$ cat config.mk
export PLATFORM = sky130hd
export DESIGN_NAME = alu_mdu
export DESIGN_NICKNAME = d
export VERILOG_FILES = /design/src/rtl/alu_pkg.sv /design/src/rtl/mdu_iter.sv /design/src/rtl/alu_mdu.sv
export SDC_FILE = /design/constraint.sdc
export NUM_CORES = 1
export LEC_CHECK = 0
export ABC_AREA = 1
export BUFFER_PORTS_ARGS = -buffer_cell sky130_fd_sc_hd__buf_4
export CORE_MARGIN = 2
export CORE_UTILIZATION = 50
export CTS_BUF_LIST = sky130_fd_sc_hd__clkbuf_4 sky130_fd_sc_hd__clkbuf_8 sky130_fd_sc_hd__clkbuf_16
export DETAILED_ROUTE_END_ITERATION = 8
export PLACE_DENSITY = 0.72
export SLEW_MARGIN = 5
export SYNTH_ARGS = -nofsm -noshare
export SYNTH_HDL_FRONTEND = slang
export SYNTH_HIERARCHICAL = 1
export SYNTH_SLANG_ARGS = --single-unit
export TNS_END_PERCENT = 20
$ cat constraint.sdc
create_clock -name clk -period 3.9 [get_ports clk]
set_input_delay 0.78 -clock clk [delete_from_list [all_inputs] [get_ports clk]]
set_output_delay 0.78 -clock clk [all_outputs]
set_load 0.005 [all_outputs]
$ cat src/rtl/alu_pkg.sv
// alu_pkg: shared definitions for the alu_mdu execute unit.
//   - 5-bit opcodes {M, funct7[5], funct3}. For M ops only the low three bits
//     select the operation.
//   - FSM state encoding.
//   - Divide-corner constants, built as functions of the operand width.
package alu_pkg;

  // Base integer operations (M = 0)
  localparam logic [4:0] OP_ADD    = 5'b00000;
  localparam logic [4:0] OP_SUB    = 5'b01000;
  localparam logic [4:0] OP_XOR    = 5'b00100;
  localparam logic [4:0] OP_OR     = 5'b00110;
  localparam logic [4:0] OP_AND    = 5'b00111;
  localparam logic [4:0] OP_SLL    = 5'b00001;
  localparam logic [4:0] OP_SRL    = 5'b00101;
  localparam logic [4:0] OP_SRA    = 5'b01101;
  localparam logic [4:0] OP_SLT    = 5'b00010;
  localparam logic [4:0] OP_SLTU   = 5'b00011;

  // Multiply / divide operations (M = 1, bit 3 is don't-care)
  localparam logic [4:0] OP_MUL    = 5'b10000;
  localparam logic [4:0] OP_MULH   = 5'b10001;
  localparam logic [4:0] OP_MULHSU = 5'b10010;
  localparam logic [4:0] OP_MULHU  = 5'b10011;
  localparam logic [4:0] OP_DIV    = 5'b10100;
  localparam logic [4:0] OP_DIVU   = 5'b10101;
  localparam logic [4:0] OP_REM    = 5'b10110;
  localparam logic [4:0] OP_REMU   = 5'b10111;

  typedef enum logic [1:0] {
    IDLE = 2'd0,
    EXEC = 2'd1,
    DONE = 2'd2
  } state_t;

  // Widest operand the corner-constant helpers can describe.
  localparam int MAX_WIDTH = 64;

  // Most-negative two's-complement value of a w-bit word.
  function automatic logic [MAX_WIDTH-1:0] most_neg(input int unsigned w);
    most_neg = MAX_WIDTH'(1) << (w - 1);
  endfunction

  // All-ones w-bit word (-1 signed, divide-by-zero quotient).
  function automatic logic [MAX_WIDTH-1:0] all_ones(input int unsigned w);
    all_ones = (MAX_WIDTH'(1) << w) - MAX_WIDTH'(1);
  endfunction

endpackage

$ cat src/rtl/mdu_iter.sv
// mdu_iter: iterative radix-2 engine for the alu_mdu unit.
//   Unsigned shift-add multiplier and (when ALU_MDU_DIV_EN is defined)
//   restoring divider, both sharing one WIDTH+1 adder. Operands arrive as
//   magnitudes; sign handling lives in the top level.
// Ports:
//   clk, rst      clock, asynchronous active-high reset
//   start         load operands a/b and clear the accumulator
//   start_div     (ALU_MDU_DIV_EN only) operation loaded at start is a divide
//   step          perform one iteration
//   a, b          multiply: multiplicand a, multiplier b
//                 divide:   dividend a, divisor b
//   hi_nxt        value the high register takes on this step
//                 (product high half / remainder after the last step)
//   lo_nxt        value the low register takes on this step
//                 (product low half / quotient after the last step)
module mdu_iter #(
  parameter int WIDTH = 32
) (
  input  logic             clk,
  input  logic             rst,
  input  logic             start,
`ifdef ALU_MDU_DIV_EN
  input  logic             start_div,
`endif
  input  logic             step,
  input  logic [WIDTH-1:0] a,
  input  logic [WIDTH-1:0] b,
  output logic [WIDTH-1:0] hi_nxt,
  output logic [WIDTH-1:0] lo_nxt
);

  logic [WIDTH-1:0] hi;
  logic [WIDTH-1:0] lo;
  logic [WIDTH-1:0] m;
  logic [WIDTH:0]   add_a;
  logic [WIDTH:0]   add_b;
  logic [WIDTH:0]   add_sum;
  logic             add_cin;

`ifdef ALU_MDU_DIV_EN
  logic             div_q;
  logic [WIDTH:0]   shifted;

  // Partial remainder with the next dividend bit shifted in.
  assign shifted = {hi, lo[WIDTH-1]};
`endif

  assign add_sum = add_a + add_b + {{WIDTH{1'b0}}, add_cin};

  always_comb begin
    add_a   = {1'b0, hi};
    add_b   = {1'b0, m};
    add_cin = 1'b0;
`ifdef ALU_MDU_DIV_EN
    if (div_q) begin
      // shifted - divisor; since shifted < 2*divisor, bit WIDTH of the
      // difference is set exactly when the subtraction borrowed.
      add_a   = shifted;
      add_b   = ~{1'b0, m};
      add_cin = 1'b1;
    end
`endif
  end

  always_comb begin
    hi_nxt = hi;
    lo_nxt = lo;
`ifdef ALU_MDU_DIV_EN
    if (div_q) begin
      hi_nxt = add_sum[WIDTH] ? shifted[WIDTH-1:0] : add_sum[WIDTH-1:0];
      lo_nxt = {lo[WIDTH-2:0], ~add_sum[WIDTH]};
    end else
`endif
    begin
      // Add the multiplicand when the current multiplier bit is set, then
      // shift the whole {hi, lo} product register right by one.
      if (lo[0]) begin
        hi_nxt = add_sum[WIDTH:1];
        lo_nxt = {add_sum[0], lo[WIDTH-1:1]};
      end else begin
        hi_nxt = {1'b0, hi[WIDTH-1:1]};
        lo_nxt = {hi[0], lo[WIDTH-1:1]};
      end
    end
  end

  always_ff @(posedge clk or posedge rst) begin
    if (rst) begin
      hi    <= '0;
      lo    <= '0;
      m     <= '0;
`ifdef ALU_MDU_DIV_EN
      div_q <= 1'b0;
`endif
    end else if (start) begin
      hi    <= '0;
`ifdef ALU_MDU_DIV_EN
      div_q <= start_div;
      lo    <= start_div ? a : b;
      m     <= start_div ? b : a;
`else
      lo    <= b;
      m     <= a;
`endif
    end else if (step) begin
      hi <= hi_nxt;
      lo <= lo_nxt;
    end
  end

endmodule

$ cat src/rtl/alu_mdu.sv
// alu_mdu: handshaked RV32I ALU plus M-extension multiply/divide.
//   Base ops complete in one cycle; M ops run WIDTH iterations in mdu_iter.
//   Optional feature macro: ALU_MDU_DIV_EN builds the divider. Without it,
//   DIV/DIVU/REM/REMU behave as undefined base ops (1 cycle, result 0).
// Ports:
//   clk, rst            clock, asynchronous active-high reset
//   inValid / inReady   operation handshake (A1, A2, aluCont)
//   A1, A2              operands
//   aluCont             opcode {M, funct7[5], funct3}
//   outValid / outReady result handshake (aluOut)
//   aluOut              registered result
//   dbg_state           current FSM state
// Handshake: a transfer happens on a rising edge where valid and ready are
// both high. The producer keeps data stable while valid is high and not yet
// accepted; ready never depends on the same-cycle valid of the other side.
module alu_mdu
  import alu_pkg::*;
#(
  parameter int WIDTH = 32,
  parameter int SHW   = $clog2(WIDTH)
) (
  input  logic             clk,
  input  logic             rst,
  input  logic             inValid,
  output logic             inReady,
  input  logic [WIDTH-1:0] A1,
  input  logic [WIDTH-1:0] A2,
  input  logic [4:0]       aluCont,
  output logic             outValid,
  input  logic             outReady,
  output logic [WIDTH-1:0] aluOut,
  output state_t           dbg_state
);

  localparam logic [SHW-1:0] CNT_LAST = SHW'(WIDTH - 1);

  state_t             state, state_nxt;
  logic [SHW-1:0]     cnt;
  logic               accept;
  logic               is_mop;
  logic               signed_a, signed_b, a_neg, b_neg;
  logic [WIDTH-1:0]   a_mag, b_mag;
  logic [WIDTH-1:0]   base_res, mdu_res;
  logic [WIDTH-1:0]   hi_nxt, lo_nxt;
  logic [2*WIDTH-1:0] prod, prod_fix;
  logic [2:0]         op_q;
  logic               a_neg_q, b_neg_q;

`ifdef ALU_MDU_DIV_EN
  localparam logic [WIDTH-1:0] MOST_NEG = WIDTH'(most_neg(WIDTH));
  localparam logic [WIDTH-1:0] ALL_ONES = WIDTH'(all_ones(WIDTH));
  logic [WIDTH-1:0] a_q, b_q;
  logic             div_zero, div_ovf;

  assign is_mop   = aluCont[4];
  assign div_zero = (b_q == '0);
  assign div_ovf  = (a_q == MOST_NEG) && (b_q == ALL_ONES);
`else
  // Divide opcodes fall through to the base path and return 0.
  assign is_mop   = aluCont[4] && !aluCont[2];
`endif

  assign accept    = inValid && inReady;
  assign dbg_state = state;

  // ---------------- FSM ----------------
  always_ff @(posedge clk or posedge rst) begin
    if (rst) state <= IDLE;
    else     state <= state_nxt;
  end

  always_comb begin
    state_nxt = state;
    inReady   = 1'b0;
    outValid  = 1'b0;
    case (state)
      IDLE: begin
        inReady = 1'b1;
        if (inValid) state_nxt = is_mop ? EXEC : DONE;
      end
      EXEC: if (cnt == CNT_LAST) state_nxt = DONE;
      DONE: begin
        outValid = 1'b1;
        if (outReady) state_nxt = IDLE;
      end
      default: state_nxt = IDLE;
    endcase
  end

  // ---------------- Base ALU (evaluated on the accept cycle) ----------------
  always_comb begin
    case (aluCont)
      OP_ADD:  base_res = A1 + A2;
      OP_SUB:  base_res = A1 - A2;
      OP_XOR:  base_res = A1 ^ A2;
      OP_OR:   base_res = A1 | A2;
      OP_AND:  base_res = A1 & A2;
      OP_SLL:  base_res = A1 << A2[SHW-1:0];
      OP_SRL:  base_res = A1 >> A2[SHW-1:0];
      OP_SRA:  base_res = $signed(A1) >>> A2[SHW-1:0];
      OP_SLT:  base_res = {{(WIDTH-1){1'b0}}, ($signed(A1) < $signed(A2))};
      OP_SLTU: base_res = {{(WIDTH-1){1'b0}}, (A1 < A2)};
      default: base_res = '0;
    endcase
  end

  // ---------------- Operand conditioning for mdu_iter ----------------
  assign signed_a = (aluCont[2:0] == OP_MULH[2:0]) || (aluCont[2:0] == OP_MULHSU[2:0]) ||
                    (aluCont[2:0] == OP_DIV[2:0])  || (aluCont[2:0] == OP_REM[2:0]);
  assign signed_b = (aluCont[2:0] == OP_MULH[2:0]) ||
                    (aluCont[2:0] == OP_DIV[2:0])  || (aluCont[2:0] == OP_REM[2:0]);
  assign a_neg    = signed_a && A1[WIDTH-1];
  assign b_neg    = signed_b && A2[WIDTH-1];
  assign a_mag    = a_neg ? -A1 : A1;
  assign b_mag    = b_neg ? -A2 : A2;

  mdu_iter #(.WIDTH(WIDTH)) u_iter (
    .clk      (clk),
    .rst      (rst),
    .start    (accept && is_mop),
`ifdef ALU_MDU_DIV_EN
    .start_div(aluCont[2]),
`endif
    .step     (state == EXEC),
    .a        (a_mag),
    .b        (b_mag),
    .hi_nxt   (hi_nxt),
    .lo_nxt   (lo_nxt)
  );

  // ---------------- Sign fix-up on the final iteration ----------------
  // MUL never sets the sign flags, so its low half comes straight through.
  assign prod     = {hi_nxt, lo_nxt};
  assign prod_fix = (a_neg_q ^ b_neg_q) ? -prod : prod;

  always_comb begin
    mdu_res = '0;
    case (op_q)
      OP_MUL[2:0]:    mdu_res = prod_fix[WIDTH-1:0];
      OP_MULH[2:0],
      OP_MULHSU[2:0],
      OP_MULHU[2:0]:  mdu_res = prod_fix[2*WIDTH-1:WIDTH];
`ifdef ALU_MDU_DIV_EN
      OP_DIV[2:0]: begin
        if (div_zero)     mdu_res = '1;
        else if (div_ovf) mdu_res = MOST_NEG;
        else              mdu_res = (a_neg_q ^ b_neg_q) ? -lo_nxt : lo_nxt;
      end
      OP_DIVU[2:0]:   mdu_res = div_zero ? '1 : lo_nxt;
      OP_REM[2:0]: begin
        if (div_zero)     mdu_res = a_q;
        else if (div_ovf) mdu_res = '0;
        else              mdu_res = a_neg_q ? -hi_nxt : hi_nxt;  // sign of dividend
      end
      OP_REMU[2:0]:   mdu_res = div_zero ? a_q : hi_nxt;
`endif
      default:        mdu_res = '0;
    endcase
  end

  // ---------------- Datapath registers ----------------
  always_ff @(posedge clk or posedge rst) begin
    if (rst) begin
      aluOut  <= '0;
      cnt     <= '0;
      op_q    <= '0;
      a_neg_q <= 1'b0;
      b_neg_q <= 1'b0;
`ifdef ALU_MDU_DIV_EN
      a_q     <= '0;
      b_q     <= '0;
`endif
    end else if (accept) begin
      cnt <= '0;
      if (is_mop) begin
        op_q    <= aluCont[2:0];
        a_neg_q <= a_neg;
        b_neg_q <= b_neg;
`ifdef ALU_MDU_DIV_EN
        a_q     <= A1;
        b_q     <= A2;
`endif
      end else begin
        aluOut <= base_res;
      end
    end else if (state == EXEC) begin
      cnt <= cnt + 1'b1;
      if (cnt == CNT_LAST) aluOut <= mdu_res;
    end
  end

endmodule

==> run metrics <==
outcome finished with violations; failing checks DRC; Post-Place Cells 4855; Setup Fix Bufs, Post-CTS 0; Period minus WS final 3.64 ns; Core Rows 78; Area contributors post-synth nand2_1 (24%), dfrtp_1 (15%), nand3_1 (12%); first-pass GRT wire length ~160 mm; GP Congestion 1.08; Die ar. 47900 sq um; Clock Path Buffers 2; Finish-stage setup viols 0; antenna violations before repair 4; dominant cell type by area after synthesis nand2_1; fin crit share 93.3%; Root Driver clkbuf_16; Max Fclk ~0.27 GHz; final hold violations 0; drt via density 5.89; I/O pins 109; CP Launch Type flop; largest net degree at the start of global routing 68; Syn Inst Count 4222; total CTS buffers 17; total grt overflow 0; Die X 219 um; initial cell density of the core 50.8%; layout cell share with drive strength beyond 1 8.35%; clock skew 0.0268 ns; PwrDens just over 600 nW/um^2; total clock sinks 140; Synth Area per Inst 5.47 sq um; Via Count 28800; Final HPWL DP 92.0 mm; later-pin clock latency in the skew report 0.45 ns; yosys warns 6; fin cells 4889; Hold Slack 0.481 ns; RSZ-0062 raised after global routing false; FF/Latch Area roughly 3500 sq um; min-delay worst type input pin to async pin; Multi-input gate area ~17000 sq um; length of the first detailed-routing pass in iterations 9; DR iter-0 viols 4047; Slew Limit Fails 0; ys async rst share 100%; Die Y-Extent 219 um; main flop type after synthesis dfrtp_1; Max-Cap Viols 0; Area Growth Syn to Fin 9.20%; final setup TNS 0 ns; CTS resizes 0; synthesized net count 4435; Seq/Total Area, Yosys 15.2%; Clock Pin Slew Worst Setup and Hold Paths 0.06 ns; Unique masters post-synth between 50 and 60; CP Data Arrival Time approximately 4 ns; I/O Buffers 108; number of synthesized flops with an enable pin 0; Util after Layout 55.4%; Tot GR Track Use a little under half; vias in the first global route 26200; transition time at the pin with the least slew margin 1.00 ns; CTS hold repair buffers 0; Crit Path Max Fanout 4; Core Footprint 45500 sq um; H-tree depth 4; fill count just under 5000; Lkg Pwr 13.7 nW; worst setup margin roughly 0.26 ns; critical path class flop to flop; kind of end point of the critical path flop; Synth Cell Area 23100 sq um; DR WL/cell between 20 and 25 um; Synth top area share 24.3%; synthesized flop and latch total 140; DRC 6; Antenna Nets Post-Route 0; WP data required 4.26 ns; Routed WL 112 mm; final net count around 4500; relative slew slack 33.0%; peak supply drop roughly 0.00050 V; Place WS 0.293 ns; CTS tree yes
synth_stat cells, types with 7 or more instances:
master / n
o21bai_1: 18
xor2_1: 75
o22ai_1: 23
nor3_1: 34
ha_1: 137
nand3b_1: 12
xnor2_1: 9
o21ai_1: 12
buf_1: 11
a21oi_1: 147
o21ai_2: 8
nand4_1: 50
buf_4: 40
clkbuf_1: 55
or2_2: 20
o221ai_1: 30
nor2_1: 432
nor4_1: 7
and2_1: 31
nand3_1: 547
a31oi_1: 8
inv_1: 546
inv_2: 11
mux2_2: 32
nand2_1: 1493
nor2_2: 7
o211ai_1: 24
o21ai_0: 123
nand2_2: 7
dfrtp_1: 140
buf_2: 75
layout by cell type, fill, tap and decap left out, types with 4 or more instances in the layout:
master / instances
o21ai_1: 13
nand2_2: 7
a21oi_1: 147
nand3b_1: 12
and2_1: 29
nand3_1: 547
nand3_2: 4
nand2_1: 1493
buf_12: 6
inv_6: 7
clkbuf_16: 17
nor2_2: 10
o2111ai_1: 6
buf_4: 209
ha_1: 137
o211ai_1: 24
o21a_1: 5
mux2_2: 32
inv_1: 543
o21bai_1: 18
inv_2: 13
xnor2_1: 9
dfrtp_1: 140
o221ai_1: 30
nor2_4: 6
nor2_1: 428
nor4_1: 7
o31ai_1: 4
o21ai_0: 122
a31oi_1: 8
a21boi_0: 5
o22ai_1: 23
or2_2: 20
o21ai_2: 8
nand4_1: 50
nor3_1: 33
xor2_1: 75
kinds of logic (layout without fill, tap and decap cells):
kind of cell,count (synthesis),after routing,synth area share [%]
buf+inv,742,807,13.1
other cells,0,2,0
fa+ha+maj,140,140,7.68
mux,32,32,1.56
simple gates,2660,2660,48.4
xor+xnor,84,84,3.19
flops,140,140,15.2
compound gates,424,424,10.9
critical path, cell delays in order (launching register included):
cell and delay (ns):
dfrtp_1 0.38, ha_1 0.35, nand2_1 0.17, inv_1 0.07, a21oi_1 0.14, nand2_1 0.09, nand2_1 0.08, nand2_2 0.08
xnor2_1 0.36, a21boi_0 0.34, nor2_1 0.22, nand2_1 0.10, nor2_1 0.23, nand2_1 0.10, nor2_1 0.10, nand2_1 0.09
nand3_1 0.08, nand3_1 0.19, nand2_1 0.17, a21oi_1 0.08, a21oi_1 0.16
sequential cells by signal, summed over array words and instances, names as in the netlist:
signal     count
aluOut        32
u_iter/hi     32
u_iter/lo     32
u_iter/m      32
cnt            5
op_q           3
dbg_state      2
a_neg_q        1
b_neg_q        1
through the flow:
step           total power [mW]  instance area (sq um)
6_report                   15.7                  25200
5_1_grt                    16.9                  25200
4_1_cts                    15.4                  25200
3_5_place_dp               13.7                  24600
3_3_place_gp               13.6                  24600
2_1_floorplan              10.2                  23100
layout make-up:
| cell class | instances | share of cell area, % |
|---|---|---|
| well taps | 600 | 2.98 |
| inverters | 560 | 8.37 |
| multi-input cells | 3340 | 65.7 |
| repair buffers | 215 | 6.70 |
| clock inverters | 15 | 0.610 |
| clock buffers | 17 | 1.69 |
| diodes | 2 | 0.0198 |
| flip-flops and latches | 140 | 13.9 |
layer usage:
metal  routed length, um  share of wire (%)  track usage [%]
met5                  15              0.013                0
met2               47800                 43             72.1
met1               42500                 38             57.0
met3               11300                 10             7.46
met4               10300                9.2             34.5
where the power goes:
part | leakage, nW | switching (mW) | internal, mW | total, mW
clock network | 0.276 | 0.714 | 0.900 | 1.61
logic | 11.7 | 7.57 | 3.56 | 11.1
registers | 1.74 | 0.811 | 2.13 | 2.94
path summary, 6_finish.rpt:
check | startpoint | cells past startpoint | to | slack (ns)
setup / recovery | u_iter/hi[5] | 20 | aluOut[29] | 0.26
min in group clk | aluOut[30] | 2 | aluOut[30] | 0.49
setup reg to reg | u_iter/hi[5] | 20 | aluOut[29] | 0.26
max in group asynchronous | rst | 2 | op_q[0] | 2.67
hold / removal | rst | 2 | u_iter/lo[17] | 0.48
hold reg to reg | aluOut[30] | 2 | aluOut[30] | 0.49
Note: power is estimated with default switching activity, not from simulation.
